--- src/rtl/dmem_port.sv ---
// Data-memory port: turns a held load/store request into one valid/ready bus
// transaction with alignment checks, lane steering and a bus-cycle timeout.
module dmem_port #(
    parameter int XLEN    = 64,
    parameter int TIMEOUT = 255
) (
    input  logic              clk,
    input  logic              resetn,
    input  logic [XLEN-1:0]   req_addr,
    input  logic [XLEN-1:0]   req_wdata,
    input  logic              req_read,
    input  logic              req_write,
    input  logic [2:0]        req_size,
    output logic [XLEN-1:0]   rdata,
    output logic              ready,
    output logic              error,
    output logic              busy,
    output logic              bus_valid,
    output logic              bus_we,
    output logic [XLEN-1:0]   bus_addr,
    output logic [XLEN-1:0]   bus_wdata,
    output logic [XLEN/8-1:0] bus_wstrb,
    input  logic              bus_ready,
    input  logic [XLEN-1:0]   bus_rdata,
    input  logic              bus_err,
    output logic [1:0]        dbg_state
);
    localparam int STRB_W = XLEN / 8;
    localparam int OFF_W  = $clog2(STRB_W);
    localparam logic [15:0] TO_LAST = 16'(TIMEOUT - 1);

    typedef enum logic [1:0] {IDLE = 2'd0, BUS = 2'd1, DONE = 2'd2, FAULT = 2'd3} state_t;

    state_t             state_q, state_d;
    logic [15:0]        cnt_q, cnt_d;
    logic [XLEN-1:0]    addr_q, addr_d, wdata_q, wdata_d, rdata_q, rdata_d;
    logic [STRB_W-1:0]  wstrb_q, wstrb_d;
    logic               we_q, we_d;
    logic [OFF_W-1:0]   off_q, off_d;

    logic [OFF_W-1:0]   offset, align_mask;
    logic [STRB_W-1:0]  size_mask;
    logic               has_req, illegal, misaligned;

    // Request decode; only consumed while IDLE.
    always_comb begin
        offset     = req_addr[OFF_W-1:0];
        size_mask  = STRB_W'(1);
        align_mask = '0;
        case (req_size)
            3'd1:    begin size_mask = STRB_W'(3);    align_mask = OFF_W'(1); end
            3'd2:    begin size_mask = STRB_W'(15);   align_mask = OFF_W'(3); end
            3'd3:    begin size_mask = STRB_W'(8'hFF); align_mask = OFF_W'(7); end
            default: begin size_mask = STRB_W'(1);    align_mask = '0;        end
        endcase
        has_req    = req_read | req_write;
        illegal    = (req_read & req_write) | (req_size > 3'd3) |
                     ((XLEN == 32) && (req_size == 3'd3));
        misaligned = (offset & align_mask) != '0;
    end

    always_ff @(posedge clk or negedge resetn) begin
        if (!resetn) begin
            state_q <= IDLE;
            cnt_q   <= '0;
            addr_q  <= '0;
            wdata_q <= '0;
            rdata_q <= '0;
            wstrb_q <= '0;
            we_q    <= 1'b0;
            off_q   <= '0;
        end else begin
            state_q <= state_d;
            cnt_q   <= cnt_d;
            addr_q  <= addr_d;
            wdata_q <= wdata_d;
            rdata_q <= rdata_d;
            wstrb_q <= wstrb_d;
            we_q    <= we_d;
            off_q   <= off_d;
        end
    end

    always_comb begin
        state_d = state_q;
        cnt_d   = cnt_q;
        addr_d  = addr_q;
        wdata_d = wdata_q;
        rdata_d = rdata_q;
        wstrb_d = wstrb_q;
        we_d    = we_q;
        off_d   = off_q;
        case (state_q)
            IDLE: begin
                if (has_req) begin
                    if (illegal || misaligned) begin
                        state_d = FAULT;
                    end else begin
                        state_d = BUS;
                        addr_d  = {req_addr[XLEN-1:OFF_W], {OFF_W{1'b0}}};
                        we_d    = req_write;
                        wdata_d = req_wdata << {offset, 3'b000};
                        wstrb_d = req_write ? (size_mask << offset) : '0;
                        off_d   = offset;
                    end
                end
            end
            BUS: begin
                // A bus_ready in the final allowed cycle beats the timeout.
                if (bus_ready) begin
                    cnt_d   = '0;
                    state_d = bus_err ? FAULT : DONE;
                    if (!we_q) rdata_d = bus_rdata >> {off_q, 3'b000};
                end else if (cnt_q == TO_LAST) begin
                    cnt_d   = '0;
                    state_d = FAULT;
                end else begin
                    cnt_d = cnt_q + 16'd1;
                end
            end
            DONE:    state_d = IDLE;
            FAULT:   state_d = IDLE;
            default: state_d = IDLE;
        endcase
    end

    // valid/ready: bus_valid and all bus_* stay stable from entry into BUS until
    // the cycle bus_ready is seen high; the transfer completes on that edge.
    assign bus_valid = (state_q == BUS);
    assign ready     = (state_q == DONE);
    assign error     = (state_q == FAULT);
    assign busy      = (state_q != IDLE);
    assign bus_we    = we_q;
    assign bus_addr  = addr_q;
    assign bus_wdata = wdata_q;
    assign bus_wstrb = wstrb_q;
    assign rdata     = rdata_q;
    assign dbg_state = state_q;
endmodule

--- config.mk ---
export PLATFORM = sky130hd
export DESIGN_NAME = dmem_port
export DESIGN_NICKNAME = d
export VERILOG_FILES = /design/src/rtl/dmem_port.sv
export SDC_FILE = /design/constraint.sdc
export NUM_CORES = 1
export LEC_CHECK = 0
export ABC_CLOCK_PERIOD_IN_PS = 2000
export BUFFER_PORTS_ARGS = -buffer_cell sky130_fd_sc_hd__buf_4
export CAP_MARGIN = 0
export CORE_AREA = 2 2 165 167
export DETAILED_ROUTE_END_ITERATION = 8
export DIE_AREA = 0 0 167 169
export GPL_ROUTABILITY_DRIVEN = 0
export GPL_TIMING_DRIVEN = 0
export HOLD_SLACK_MARGIN = 0.02
export PLACE_DENSITY = 0.72
export SYNTH_ARGS = -nofsm -noshare
export SYNTH_HDL_FRONTEND = slang
export SYNTH_SLANG_ARGS = --single-unit
--- constraint.sdc ---
create_clock -name clk -period 2 [get_ports clk]
set_input_delay 0.2 -clock clk [delete_from_list [all_inputs] [get_ports clk]]
set_output_delay 0.2 -clock clk [all_outputs]
set_load 0.01 [all_outputs]
# Yosys cells after proc, flatten, opt, wreduce, memory -nomap -nowiden
# Index checks and enable logic that the tools add are counted.
[totals] ff_bits=219 elab_cells=47
[classes] n_addsub=1 order_cmp=1 eq_ne=9 n_shift=3 muxes=11 n_bitwise=6 reduce_logical=8
[op_table] cell="$shl 64x6->64" n=1
[op_table] cell="$shr 64x6->64" n=1
[op_table] cell="$mux 16" n=2
[op_table] cell="$pmux 8 s3" n=1
[op_table] cell="$add 16x1->16 const B" n=1
[op_table] cell="$eq 16x8->1 const B" n=1
[op_table] cell="$pmux 3 s3" n=1
[op_table] cell="$mux 2" n=4
[op_table] cell="$mux 8" n=1
[op_table] cell="$shl 8x3->8" n=1
[op_table] cell="$eq 3x2->1 const B" n=2
[op_table] cell="$pmux 2 s3" n=1
[op_table] cell="$reduce_and 3->1" n=2
[op_table] cell="$eq 2x2->1 const B" n=2
[op_table] cell="$and 3x3->3" n=1
[op_table] cell="$eq 3x1->1 const B" n=1
[op_table] cell="$gt 3x2->1 const B" n=1
[op_table] cell="$ne 3x1->1 const B" n=1
[op_table] cell="$reduce_bool 3->1" n=1
[op_table] cell="$eq 2x1->1 const B" n=1
[op_table] cell="$logic_not 2->1" n=1
[op_table] cell="$ne 2x2->1 const B" n=1
[op_table] cell="$not 1->1" n=2
[op_table] cell="$or 1x1->1" n=2
[op_table] cell="other kinds (6)" n=6

# Logic depth before layout (Yosys ltp)
# Gate-level depths: netlist of run 1.
[logic_depth] ltp_word=8 depth_mapped=8

# Worst setup path after synthesis of run 1
# No wires, ideal clock.
[synth_path] path_kind="register -> register" from="reg cnt_q[0]" to="reg cnt_q[12]" setup_ps=124 t_arrival_ps=1684 required_time_ps=1876 path_slack_ps=192 path_stages_with_launch=6 path_buffers=0 synth_period_minus_slack_ps=1808 cell_sequence="dfrtp_1 ha_1 nand4_1 or4_1 and3_1 a211o_1"
[synth_between] elab_chain_len=3
[synth_lines] item="start, declared" line="35" rtl="logic [15:0] cnt_q, cnt_d;"
[synth_lines] item="start signal, assigned" line="74" rtl="cnt_q <= cnt_d;"
[synth_lines] item="$add 16x1->16 / $eq 16x8->1 (equally long branches)" line="118, 114"
[synth_lines] item="$mux 16 *" line="114" rtl="end else if (cnt_q == TO_LAST) begin"
[synth_lines] item="$mux 16 *" line="110" rtl="if (bus_ready) begin"
# Every way passes the cells marked *; elsewhere a longest branch is shown, timed or not.
# A chain may end at the register's enable or synchronous reset.

# Worst setup path in the final report of run 1
[layout_path] from="reg state_q[0], in the netlist dbg_state[0]" to="reg wdata_q[14], in the netlist bus_wdata[14]"
[layout_between] elab_chain_len=2
[layout_lines] item="start, declared" line="34" rtl="state_t state_q, state_d;"
[layout_lines] item="start signal, assigned" line="73" rtl="state_q <= state_d;"
[layout_lines] item="$logic_not 2->1" line="93" rtl="case (state_q)"
[layout_lines] item="$reduce_and 3->1 (no line)"
[layout_lines] item="end signal, assigned" line="76" rtl="wdata_q <= wdata_d;"
[layout_lines] item="end, declared" line="36" rtl="logic [XLEN-1:0] addr_q, addr_d, wdata_q, wdata_d, rdata_q, rdata_d;"
# No other way between the ends.

==> flow_metrics.env, run 1 <==
export IMPL_status="completed"
export IMPL_syn_inst=1023
export IMPL_fin_setup_tns_ns=0
export IMPL_seq_area_frac_synth_pct=46.5
export IMPL_fin_skew_ns=0.0182
export IMPL_synth_distinct_cells=65
export IMPL_worst_slack_ns=0.0494
export IMPL_slew_violations=0
export IMPL_cp_top_family="compound AO/OA/AOI/OAI gates"
export IMPL_drv_cap=0
export IMPL_fmaxAchievable_mhz=513
export IMPL_antenna_found_initial=1
export IMPL_die_area_mm2=0.0282
export IMPL_wl_per_cell_um=23.6
export IMPL_numPortBuffers=399
export IMPL_yosysWarnings=0
export IMPL_p_switching_mw=8.74
export IMPL_crit_type="register to register"
export IMPL_max_slew_margin_pct=40.8
export IMPL_clkTransAtPathRegs_ns=0.06
export IMPL_fp_row_count=60
export IMPL_final_core_util_pct=65.1
export IMPL_viasPerCell=5.97
export IMPL_die_x_um=167
export IMPL_cts_buffers=25
export IMPL_rsz0062_at_grt="true"
export IMPL_combPwrFrac_pct=45.5
export IMPL_wirelength_mm=45.0
export IMPL_grt_max_degree=112
export IMPL_vias=11400
export IMPL_area_growth_pct=46.6
export IMPL_synth_seq_cells=219
export IMPL_avgSynthCellArea_um2=11.5
export IMPL_ioPinCount=408
export IMPL_max_stage_delay_ns=0.39
export IMPL_final_common_cell="buf_4"
export IMPL_grt_pass1_vias=11600
export IMPL_hold_viol=0
export IMPL_synth_edf_count=0
export IMPL_root_buffer="clkbuf_16"
export IMPL_power_leakage_nw=8.05
export IMPL_p_int_mw=14.7
export IMPL_min_period_over_period_pct=97.5
export IMPL_synth_top_family_by_area="multiplexers"
export IMPL_worstPathCellList="buf_6 -> a2111oi_4 -> o211ai_4 -> clkbuf_16 -> buf_2 -> o31ai_1"
export IMPL_grt_usage_pct=31.0
export IMPL_clk_path_buf_depth=3
export IMPL_critPathMaxFanout=10
export IMPL_first_pass_iters=6
export IMPL_worstHoldPathType="input pin to register"
export IMPL_critical_path_required_ns=2.43
export IMPL_fin_crit_ns=1.95
export IMPL_synth_compound_area_share_pct=14.1
export IMPL_ys_async_sr_fraction_pct=100
export IMPL_synthMuxAreaShare_pct=25.1
export IMPL_grt_overflow=0
export IMPL_dpl_cell_count=1766
export IMPL_cp_slowest_cell="dfrtp_1"
export IMPL_synthSimpleGateAreaFrac_pct=9.16
export IMPL_path_buf_inv=3
export IMPL_hpwl_mm=32.6
export IMPL_core_mm2=0.0265
export IMPL_synth_xor_area_share_pct=0.0744
export IMPL_synth_adder_area_share_pct=0.298
export IMPL_preCtsSetupSlack_ns=-0.361
export IMPL_worstSetupStartpointType="register"
export IMPL_clk_latency_ns=0.55
export IMPL_drc_errors=0
export IMPL_drt_antenna_violating_nets=0
export IMPL_drtIter0Drc=1135
export IMPL_synthFlopType="dfrtp_1"
export IMPL_start_util_pct=44.4
export IMPL_cts_num_sinks=219
export IMPL_seqPwrFrac_pct=33.7
export IMPL_final_cell_mix="414 x buf_4, 217 x dfrtp_1, 152 x nand2_1"
export IMPL_powerDensity_mw_per_mm2=1360
export IMPL_htree_levels=1
export IMPL_p_clk_share_pct=20.9
export IMPL_setup_violations=0
export IMPL_fp_dieH_um=169
export IMPL_end_kind="register"
export IMPL_layout_drive_gt1_share_pct=39.0
export IMPL_stdcell_count=1902
export IMPL_switching_share_pct=37.2
export IMPL_cts_tree="done"
export IMPL_worstMarginPinSlew_ns=0.888
export IMPL_grt_pass1_wl_mm=67.9
export IMPL_crit_arrival_ns=2.38
export IMPL_nets=1744
export IMPL_synth_area_mm2=0.0118
export IMPL_finalPower_mw=23.5
export IMPL_peakVddDrop_v=0.000937
path summary, 6_finish.rpt:
| kind | start | to | slack [ns] | cells past startpoint |
|---|---|---|---|---|
| max | dbg_state[0] | bus_wdata[14] | 0.05 | 6 |
| min | bus_rdata[52] | rdata[52] | 0.04 | 3 |
| max reg2reg | dbg_state[0] | bus_wdata[14] | 0.05 | 6 |
| min reg2reg | bus_wdata[39] | bus_wdata[39] | 0.48 | 2 |
| max in group asynchronous | resetn | rdata[46] | 0.59 | 3 |
| min in group asynchronous | resetn | bus_addr[55] | 0.31 | 2 |
cell usage after synthesis (all sizes together), types with 2 or more instances:
| library cell | count | area [µm²] |
|---|---|---|
| o31a | 2 | 17.5 |
| o22ai | 3 | 18.8 |
| nand3 | 14 | 80.1 |
| or4 | 5 | 41.3 |
| o2bb2ai | 18 | 158 |
| o221ai | 8 | 70.1 |
| mux4 | 61 | 1370 |
| a22o | 31 | 272 |
| a22oi | 11 | 82.6 |
| a21oi | 20 | 100 |
| nor3 | 7 | 45.0 |
| mux2 | 65 | 732 |
| nor4bb | 2 | 20.0 |
| clkbuf | 34 | 128 |
| o31ai | 14 | 105 |
| nand2 | 152 | 571 |
| a31oi | 6 | 37.5 |
| a211oi | 4 | 30.0 |
| o32ai | 2 | 17.5 |
| nand4 | 6 | 37.5 |
| clkinv | 2 | 7.51 |
| and2 | 6 | 37.5 |
| o211ai | 6 | 50.1 |
| nor2b | 8 | 50.1 |
| nor4 | 4 | 25.0 |
| dfrtp | 219 | 5480 |
| o21ai | 84 | 420 |
| inv | 25 | 93.8 |
| buf | 52 | 319 |
| o21a | 8 | 60.1 |
| nand2b | 8 | 50.1 |
| o41ai | 4 | 50.1 |
| a221oi | 7 | 61.3 |
| ha | 2 | 25.0 |
| a2bb2oi | 2 | 17.5 |
| nor2 | 17 | 66.3 |
| o311ai | 4 | 35.0 |
| mux2i | 85 | 851 |
cells by family (layout without fill, tap and decap cells):
group                    count (synthesis)  in the layout
flip-flops                             219            219
adder cells (fa/ha/maj)                  3              3
AO/OA/AOI/OAI                          239            239
buffers and inverters                  113            648
AND/OR/NAND/NOR                        236            236
multiplexers                           211            211
XOR/XNOR                                 1              1
other                                    1              4
sequential cells by signal, indices dropped and copies added, names as in the netlist:
signal and cells:
bus_wdata 64, bus_we 1, dbg_state 2, off_q 3
cnt_q 16, bus_wstrb 8, rdata 64, bus_addr 61
cell type report:
cell class                      instances  area, µm²
Antenna cell                            1       2.50
Buffer                                 85        543
Tap cell                              341        427
Sequential cell                       219       5480
Timing Repair Buffer                  490       3950
Inverter                               27        101
Clock inverter                         11        151
Fill cell                            2083       9240
Multi-Input combinational cell        693       5890
Clock buffer                           35        723
layer usage:
| metal | track usage [%] | share of wire (%) | vias up |
|---|---|---|---|
| met4 | 13.2 | 4.1 | 0 |
| met2 | 51.9 | 49 | 762 |
| li1 | - | - | 4854 |
| met1 | 39.2 | 38 | 5624 |
| met5 | 0 | 0 | - |
| met3 | 6.24 | 9.3 | 119 |
through the flow:
stage / hold slack [ns] / area (µm²)
after floorplan: -0.0956 / 11800
after global placement: 0.413 / 15200
after detailed placement: 0.337 / 15200
after CTS: 0.0214 / 17100
after global routing: 0.0524 / 17300
final: 0.0377 / 17300
power groups by stage:
stage	clock network [mW]	logic (mW)	registers [mW]
2_1_floorplan	0	4.34	8.41
3_3_place_gp	0	9.90	7.82
3_5_place_dp	0	10.1	7.86
4_1_cts	4.95	10.5	7.83
5_1_grt	5.13	11.4	8.11
6_report	4.89	10.7	7.89
worst reg2reg max path: cells and delay by family, from the launching register on:
family / cells / cell delay, ns
buffers and inverters: 3 / 0.60
AOI/OAI and AO/OA: 3 / 0.86
DFF: 1 / 0.39
timing repair:
| item | in CTS | in global routing |
|---|---|---|
| setup buffers | 6 | 1 |
| endpoints found under the hold margin | 202 | 0 |
| gates resized for setup | 33 | 41 |
| endpoints found under the setup margin | 178 | 178 |
| hold buffers | 82 | 0 |
| gates cloned | 0 | 1 |
| pin swaps | 4 | 2 |
Note: power is estimated with default switching activity, not from simulation.
==> run 2: changes to the inputs <==
ABC_AREA = 1   (was not set)
CORE_AREA = 2 2 167 169   (was 2 2 165 167)
DIE_AREA = 0 0 169 171   (was 0 0 167 169)
PLACE_DENSITY = 0.71   (was 0.72)
SKIP_CTS_REPAIR_TIMING = 1   (was not set)
==> run 2 against run 1 <==
The flow now finishes with violations (DRC, hold timing). Sequential cell count is the same. Synthesized area rose by 2.5%. Global-route usage up 2.1 points. Register-to-register slack gained 0.07 ns. Worst hold slack lost 0.044 ns. Synthesized cell count is 68% higher. Critical path type unchanged. Largest cell class unchanged.
==> flow_metrics.env, run 2 <==
export IMPL_status="finished, violations left"
export IMPL_violations="DRC, hold timing"
export IMPL_end_kind="register"
export IMPL_critPathLaunch="off_q[0]"
export IMPL_drv_cap=0
export IMPL_crit_arrival_ns=2.32
export IMPL_grt_pass1_vias=13100
export IMPL_yosys_top_cells_count="751 x nand2_1, 276 x nand3_1, 219 x dfrtp_1"
export IMPL_combPwrFrac_pct=45.9
export IMPL_fp_row_count=61
export IMPL_stdcell_area_mm2=0.0171
export IMPL_clk_path_buf_depth=3
export IMPL_rsz0062_at_grt="false"
export IMPL_synth_distinct_cells=32
export IMPL_fmaxAchievable_mhz=530
export IMPL_critPathMaxFanout=10
export IMPL_fill_cells=2510
export IMPL_die_area_mm2=0.0289
export IMPL_max_stage_delay_ns=0.50
export IMPL_drt_antenna_violating_nets=0
export IMPL_worst_slack_ns=0.114
export IMPL_yosysWarnings=0
export IMPL_nets=2421
export IMPL_fin_crit_ns=1.89
export IMPL_final_common_cell="nand2_1"
export IMPL_dpl_cell_count=2471
export IMPL_grt_pass1_wl_mm=74.1
export IMPL_core_mm2=0.0273
export IMPL_cts_buffers=25
export IMPL_avgSynthCellArea_um2=7.02
export IMPL_cts_tree="done"
export IMPL_final_core_util_pct=62.6
export IMPL_drc_errors=1
export IMPL_diodes=0
export IMPL_vias=14300
export IMPL_postPlaceCellArea_mm2=0.0156
export IMPL_drtIter0Drc=1896
export IMPL_seqPwrFrac_pct=33.7
export IMPL_slew_violations=0
export IMPL_powerDensity_mw_per_mm2=1360
export IMPL_min_period_over_period_pct=94.3
export IMPL_syn_inst=1719
export IMPL_synth_edf_count=0
export IMPL_final_cell_mix="750 x nand2_1, 409 x buf_4, 275 x nand3_1"
export IMPL_yosysMostFrequentCell="nand2_1"
export IMPL_grt_max_degree=112
export IMPL_critical_path_required_ns=2.43
export IMPL_cp_slowest_cell="dfrtp_1"
export IMPL_first_pass_iters=9
export IMPL_hp_start="bus_ready"
export IMPL_ys_async_sr_fraction_pct=100
export IMPL_viasPerCell=5.56
export IMPL_yosys_top_cells_area="dfrtp_1 45%, nand2_1 23%, nand3_1 11%, o21ai_0 4.1%, nor2_1 2.2%"
export IMPL_start_util_pct=44.2
export IMPL_worstMarginPinSlew_ns=0.867
export IMPL_preCtsSetupSlack_ns=-0.0259
export IMPL_seq_area_frac_synth_pct=45.4
export IMPL_worstPathCellList="buf_2 -> clkbuf_1 -> nand2_1 -> nand3_1 -> nand3_1 -> o211ai_1"
export IMPL_holdWs_ns=-0.00586
export IMPL_wl_per_cell_um=19.6
export IMPL_power_leakage_nw=9.10
export IMPL_max_slew_margin_pct=42.2
export IMPL_p_int_mw=13.6
export IMPL_fp_dieH_um=171
export IMPL_cp_top_family="buffers and inverters"
export IMPL_crit_path_frequent_cell="nand3_1"
export IMPL_area_growth_pct=41.8
export IMPL_synth_top_area_cell="dfrtp_1"
export IMPL_clkTransAtPathRegs_ns=0.07
export IMPL_p_clk_share_pct=20.4
export IMPL_grt_overflow=0
export IMPL_p_switching_mw=9.63
export IMPL_synth_area_mm2=0.0121
export IMPL_synthFlopType="dfrtp_1"
export IMPL_switching_share_pct=41.5
export IMPL_root_buffer="clkbuf_16"
export IMPL_hpwl_mm=37.7
export IMPL_setup_violations=0
export IMPL_path_buf_inv=2
export IMPL_layout_drive_gt1_share_pct=23.8
export IMPL_peakVddDrop_v=0.000942
export IMPL_die_x_um=169
export IMPL_worstSetupStartpointType="register"
export IMPL_stdcell_count=2581
export IMPL_ioPinCount=408
export IMPL_grt_usage_pct=33.1
export IMPL_r2r_start="off_q[0]"
export IMPL_numPortBuffers=403
export IMPL_antenna_found_initial=0
export IMPL_synth_seq_cells=219
export IMPL_synth_top_area_share_pct=45.4
export IMPL_worstHoldPathType="input pin to register"
export IMPL_htree_levels=1
export IMPL_clk_latency_ns=0.55
export IMPL_wirelength_mm=50.6
export IMPL_fin_skew_ns=0.0340
export IMPL_cts_num_sinks=219
export IMPL_hold_viol=1
export IMPL_crit_type="register to register"
==> run 2: cell count changes in the layout (fill, tap and decap cells not counted), moves of 52 or more <==
cell	change
nand2_1	+598
nand3_1	+263
mux2i_1	-79
mux4_2	-61
nor2_1	+56
mux2_1	-52
==> run 2: tightest hold or removal path: cells and delay by family <==
kind,cells,cell delay (ns)
AND/OR/NAND/NOR,2,0.14
buffers and inverters,2,0.13
==> run 2: path summary, 6_finish.rpt <==
kind / endpoint / slack (ns) / depth (start not counted)
max in group asynchronous: bus_addr[6] / 0.70 / 3
max reg2reg: rdata[14] / 0.11 / 6
max: rdata[14] / 0.11 / 6
min in group asynchronous: cnt_q[6] / 0.30 / 2
min: cnt_q[14] / -0.006 / 4
min reg2reg: bus_addr[61] / 0.47 / 2
==> run 2: routing by layer <==
metal	vias up	track usage, %	part of all wire [%]
li1	6578	-	-
met1	6585	42.9	37
met2	959	53.8	47
met3	217	6.87	11
met4	0	14.6	5.2
met5	-	0	0
==> run 2: kinds of logic (layout without fill, tap and decap cells) <==
group           Yosys count  count (layout)  synth area share [%]
fa+ha+maj                 2               2                 0.207
compound gates          168             168                  8.26
xor+xnor                  6               6                 0.436
other cells               1               3                0.0311
simple gates           1139            1139                  39.3
flops                   219             219                  45.4
buf+inv                 184             698                  6.39
==> run 2: per-stage QoR <==
stage	power [mW]	TNS, ns	hold WS [ns]
2_1_floorplan	12.7	0	-0.0956
3_3_place_gp	17.9	-203.54	0.430
3_5_place_dp	18.1	-0.0592	0.312
4_1_cts	22.9	-0.0211	-0.231
5_1_grt	24.5	0	0.0317
6_report	23.2	0	-0.00586
==> run 2: layout make-up <==
cell class / instances / area, µm² / area share [%]
Inverter: 59 / 225 / 1.32
Clock inverter: 11 / 135 / 0.790
Tap cell: 346 / 433 / 2.53
Sequential cell: 219 / 5480 / 32.0
Buffer: 124 / 579 / 3.39
Multi-Input combinational cell: 1318 / 5830 / 34.1
Timing Repair Buffer: 471 / 3730 / 21.8
Clock buffer: 33 / 696 / 4.07
==> run 2: power by group through the flow <==
stage | registers [mW] | clock network [mW] | logic [mW]
3_5_place_dp | 7.79 | 0 | 10.3
2_1_floorplan | 8.33 | 0 | 4.35
5_1_grt | 8.02 | 4.95 | 11.5
6_report | 7.83 | 4.73 | 10.7
3_3_place_gp | 7.77 | 0 | 10.1
4_1_cts | 7.76 | 4.76 | 10.4
==> run 3: changes to the inputs <==
ABC_AREA = 0   (was 1)
CORE_AREA = 2 2 165 167   (was 2 2 167 169)
DIE_AREA = 0 0 167 169   (was 0 0 169 171)
==> run 3 against run 2 <==
The flow now finishes without violations. First-iteration DRC count is 52% lower. Worst setup slack got worse by 0.095 ns. Clock power decreased by 4.4%. Global-route usage decreased by 3.8 points. Combinational power about the same. Non-clock buffer count is 22 lower. Clock skew decreased by 0.028 ns. Power is 0.76% lower. Register-to-register slack worse by 0.09 ns. Wire length decreased by 13%. Critical endpoint is now rdata[6].
==> flow_metrics.env, run 3 (synthesis results as in run 1) <==
export IMPL_max_slew_margin_pct=43.0
export IMPL_drv_cap=0
export IMPL_area_growth_pct=46.4
export IMPL_hpwl_mm=32.3
export IMPL_power_leakage_nw=8.06
export IMPL_dpl_cell_count=1766
export IMPL_p_switching_mw=8.60
export IMPL_hold_viol=0
export IMPL_drt_antenna_violating_nets=0
export IMPL_wl_per_cell_um=23.2
export IMPL_grt_pass1_vias=10600
export IMPL_status="completed"
export IMPL_min_period_over_period_pct=99.0
export IMPL_clk_latency_ns=0.52
export IMPL_grt_pass1_wl_mm=64.2
export IMPL_diodes=0
export IMPL_met3_length_mm=4.34
export IMPL_clk_path_buf_depth=3
export IMPL_grt_usage_pct=29.2
export IMPL_hold_depth=3
export IMPL_cts_num_sinks=219
export IMPL_powerDensity_mw_per_mm2=1340
export IMPL_seqPwrFrac_pct=34.2
export IMPL_fin_crit_ns=1.98
export IMPL_first_pass_iters=6
export IMPL_die_area_mm2=0.0282
export IMPL_cts_buffers=25
export IMPL_setup_violations=0
export IMPL_switching_share_pct=37.3
export IMPL_clkTransAtPathRegs_ns=0.06
export IMPL_grt_max_degree=111
export IMPL_antenna_found_initial=1
export IMPL_combPwrFrac_pct=46.2
export IMPL_vias=11100
export IMPL_final_cell_mix="413 x buf_4, 216 x dfrtp_1, 150 x nand2_1"
export IMPL_p_clk_share_pct=19.6
export IMPL_critical_path_required_ns=2.38
export IMPL_maxUsedRoutingLayer="met5"
export IMPL_crit_type="register to register"
export IMPL_met2_length_mm=21.0
export IMPL_numPortBuffers=399
export IMPL_critPathMaxFanout=10
export IMPL_wirelength_mm=44.1
export IMPL_stdcell_count=1897
export IMPL_holdWs_ns=0.0378
export IMPL_die_x_um=167
export IMPL_worst_slack_ns=0.0195
export IMPL_core_mm2=0.0265
export IMPL_layout_drive_gt1_share_pct=39.5
export IMPL_rsz0062_at_grt="true"
export IMPL_wl_met1_mm=16.7
export IMPL_preCtsSetupSlack_ns=-0.368
export IMPL_cts_tree="done"
export IMPL_end_kind="register"
export IMPL_viasPerCell=5.86
export IMPL_r2r_cells=7
export IMPL_fp_dieH_um=169
export IMPL_worstMarginPinSlew_ns=0.855
export IMPL_htree_levels=1
export IMPL_drc_errors=0
export IMPL_drtIter0Drc=915
export IMPL_crit_arrival_ns=2.36
export IMPL_worstHoldPathType="input pin to register"
export IMPL_p_int_mw=14.5
export IMPL_final_common_cell="buf_4"
export IMPL_peakVddDrop_v=0.000919
export IMPL_fp_row_count=60
export IMPL_grt_overflow=0
export IMPL_nets=1742
export IMPL_stdcell_area_mm2=0.0172
export IMPL_postPlaceCellArea_mm2=0.0152
export IMPL_slew_violations=0
export IMPL_worstSetupStartpointType="register"
export IMPL_finalPower_mw=23.1
export IMPL_ioPinCount=408
export IMPL_root_buffer="clkbuf_16"
export IMPL_fin_skew_ns=0.00648
export IMPL_fmaxAchievable_mhz=505
export IMPL_start_util_pct=44.4
-- run 3: cell count changes in the layout (fill, tap and decap cells not counted), moves of 30 or more --
cell and delta:
nand3_1 -263, nand2_1 -600, mux2_1 +50, mux4_2 +61
nor2_1 -55, clkbuf_1 -30, mux2i_1 +79
-- run 3: worst max-delay path: stages, from the launching register on --
cell     delay (ns)
dfrtp_1        0.31
buf_2          0.22
buf_8          0.21
buf_6          0.22
mux2i_2        0.34
mux2i_1        0.19
mux2i_1        0.24
o21ai_0        0.10
-- run 3: power groups by stage --
stage | Clock [mW] | Combinational (mW) | Sequential [mW]
2_1_floorplan | 0 | 4.34 | 8.41
3_3_place_gp | 0 | 9.92 | 7.78
3_5_place_dp | 0 | 10.1 | 7.83
4_1_cts | 4.56 | 10.1 | 7.80
5_1_grt | 4.77 | 11.4 | 8.09
6_report | 4.52 | 10.7 | 7.88
-- run 3: cell type report --
cell class	instances	area (µm²)
clock inverter	7	37.5
timing repair buffer	488	3910
tap	341	427
sequential	219	5480
multi-input combinational	693	5900
clock buffer	37	771
inverter	27	101
buffer	85	603
fill	2091	9260
-- run 3: metal layers --
layer  GRT usage [%]  vias up
li1                -     4845
met1            38.2     5435
met2            47.7      704
met3            6.62      127
met4            11.4        2
met5               0        -
-- run 3: through the flow --
step                      TNS, ns  util [%]
after floorplan                 0         -
after global placement    -223.44      57.4
after detailed placement   -25.10      57.5
after CTS                  -23.12      60.6
after global routing       -0.280      65.0
final                           0      65.0
-- run 3: path summary, 6_finish.rpt --
| path | start | endpoint | slack [ns] |
|---|---|---|---|
| max in group asynchronous | resetn | rdata[1] | 0.64 |
| worst min register to register | bus_wdata[42] | bus_wdata[42] | 0.48 |
| worst min-delay path | req_write | dbg_state[1] | 0.04 |
| worst max register to register | off_q[0] | rdata[6] | 0.02 |
| worst max-delay path | off_q[0] | rdata[6] | 0.02 |
| min in group asynchronous | resetn | bus_addr[62] | 0.32 |
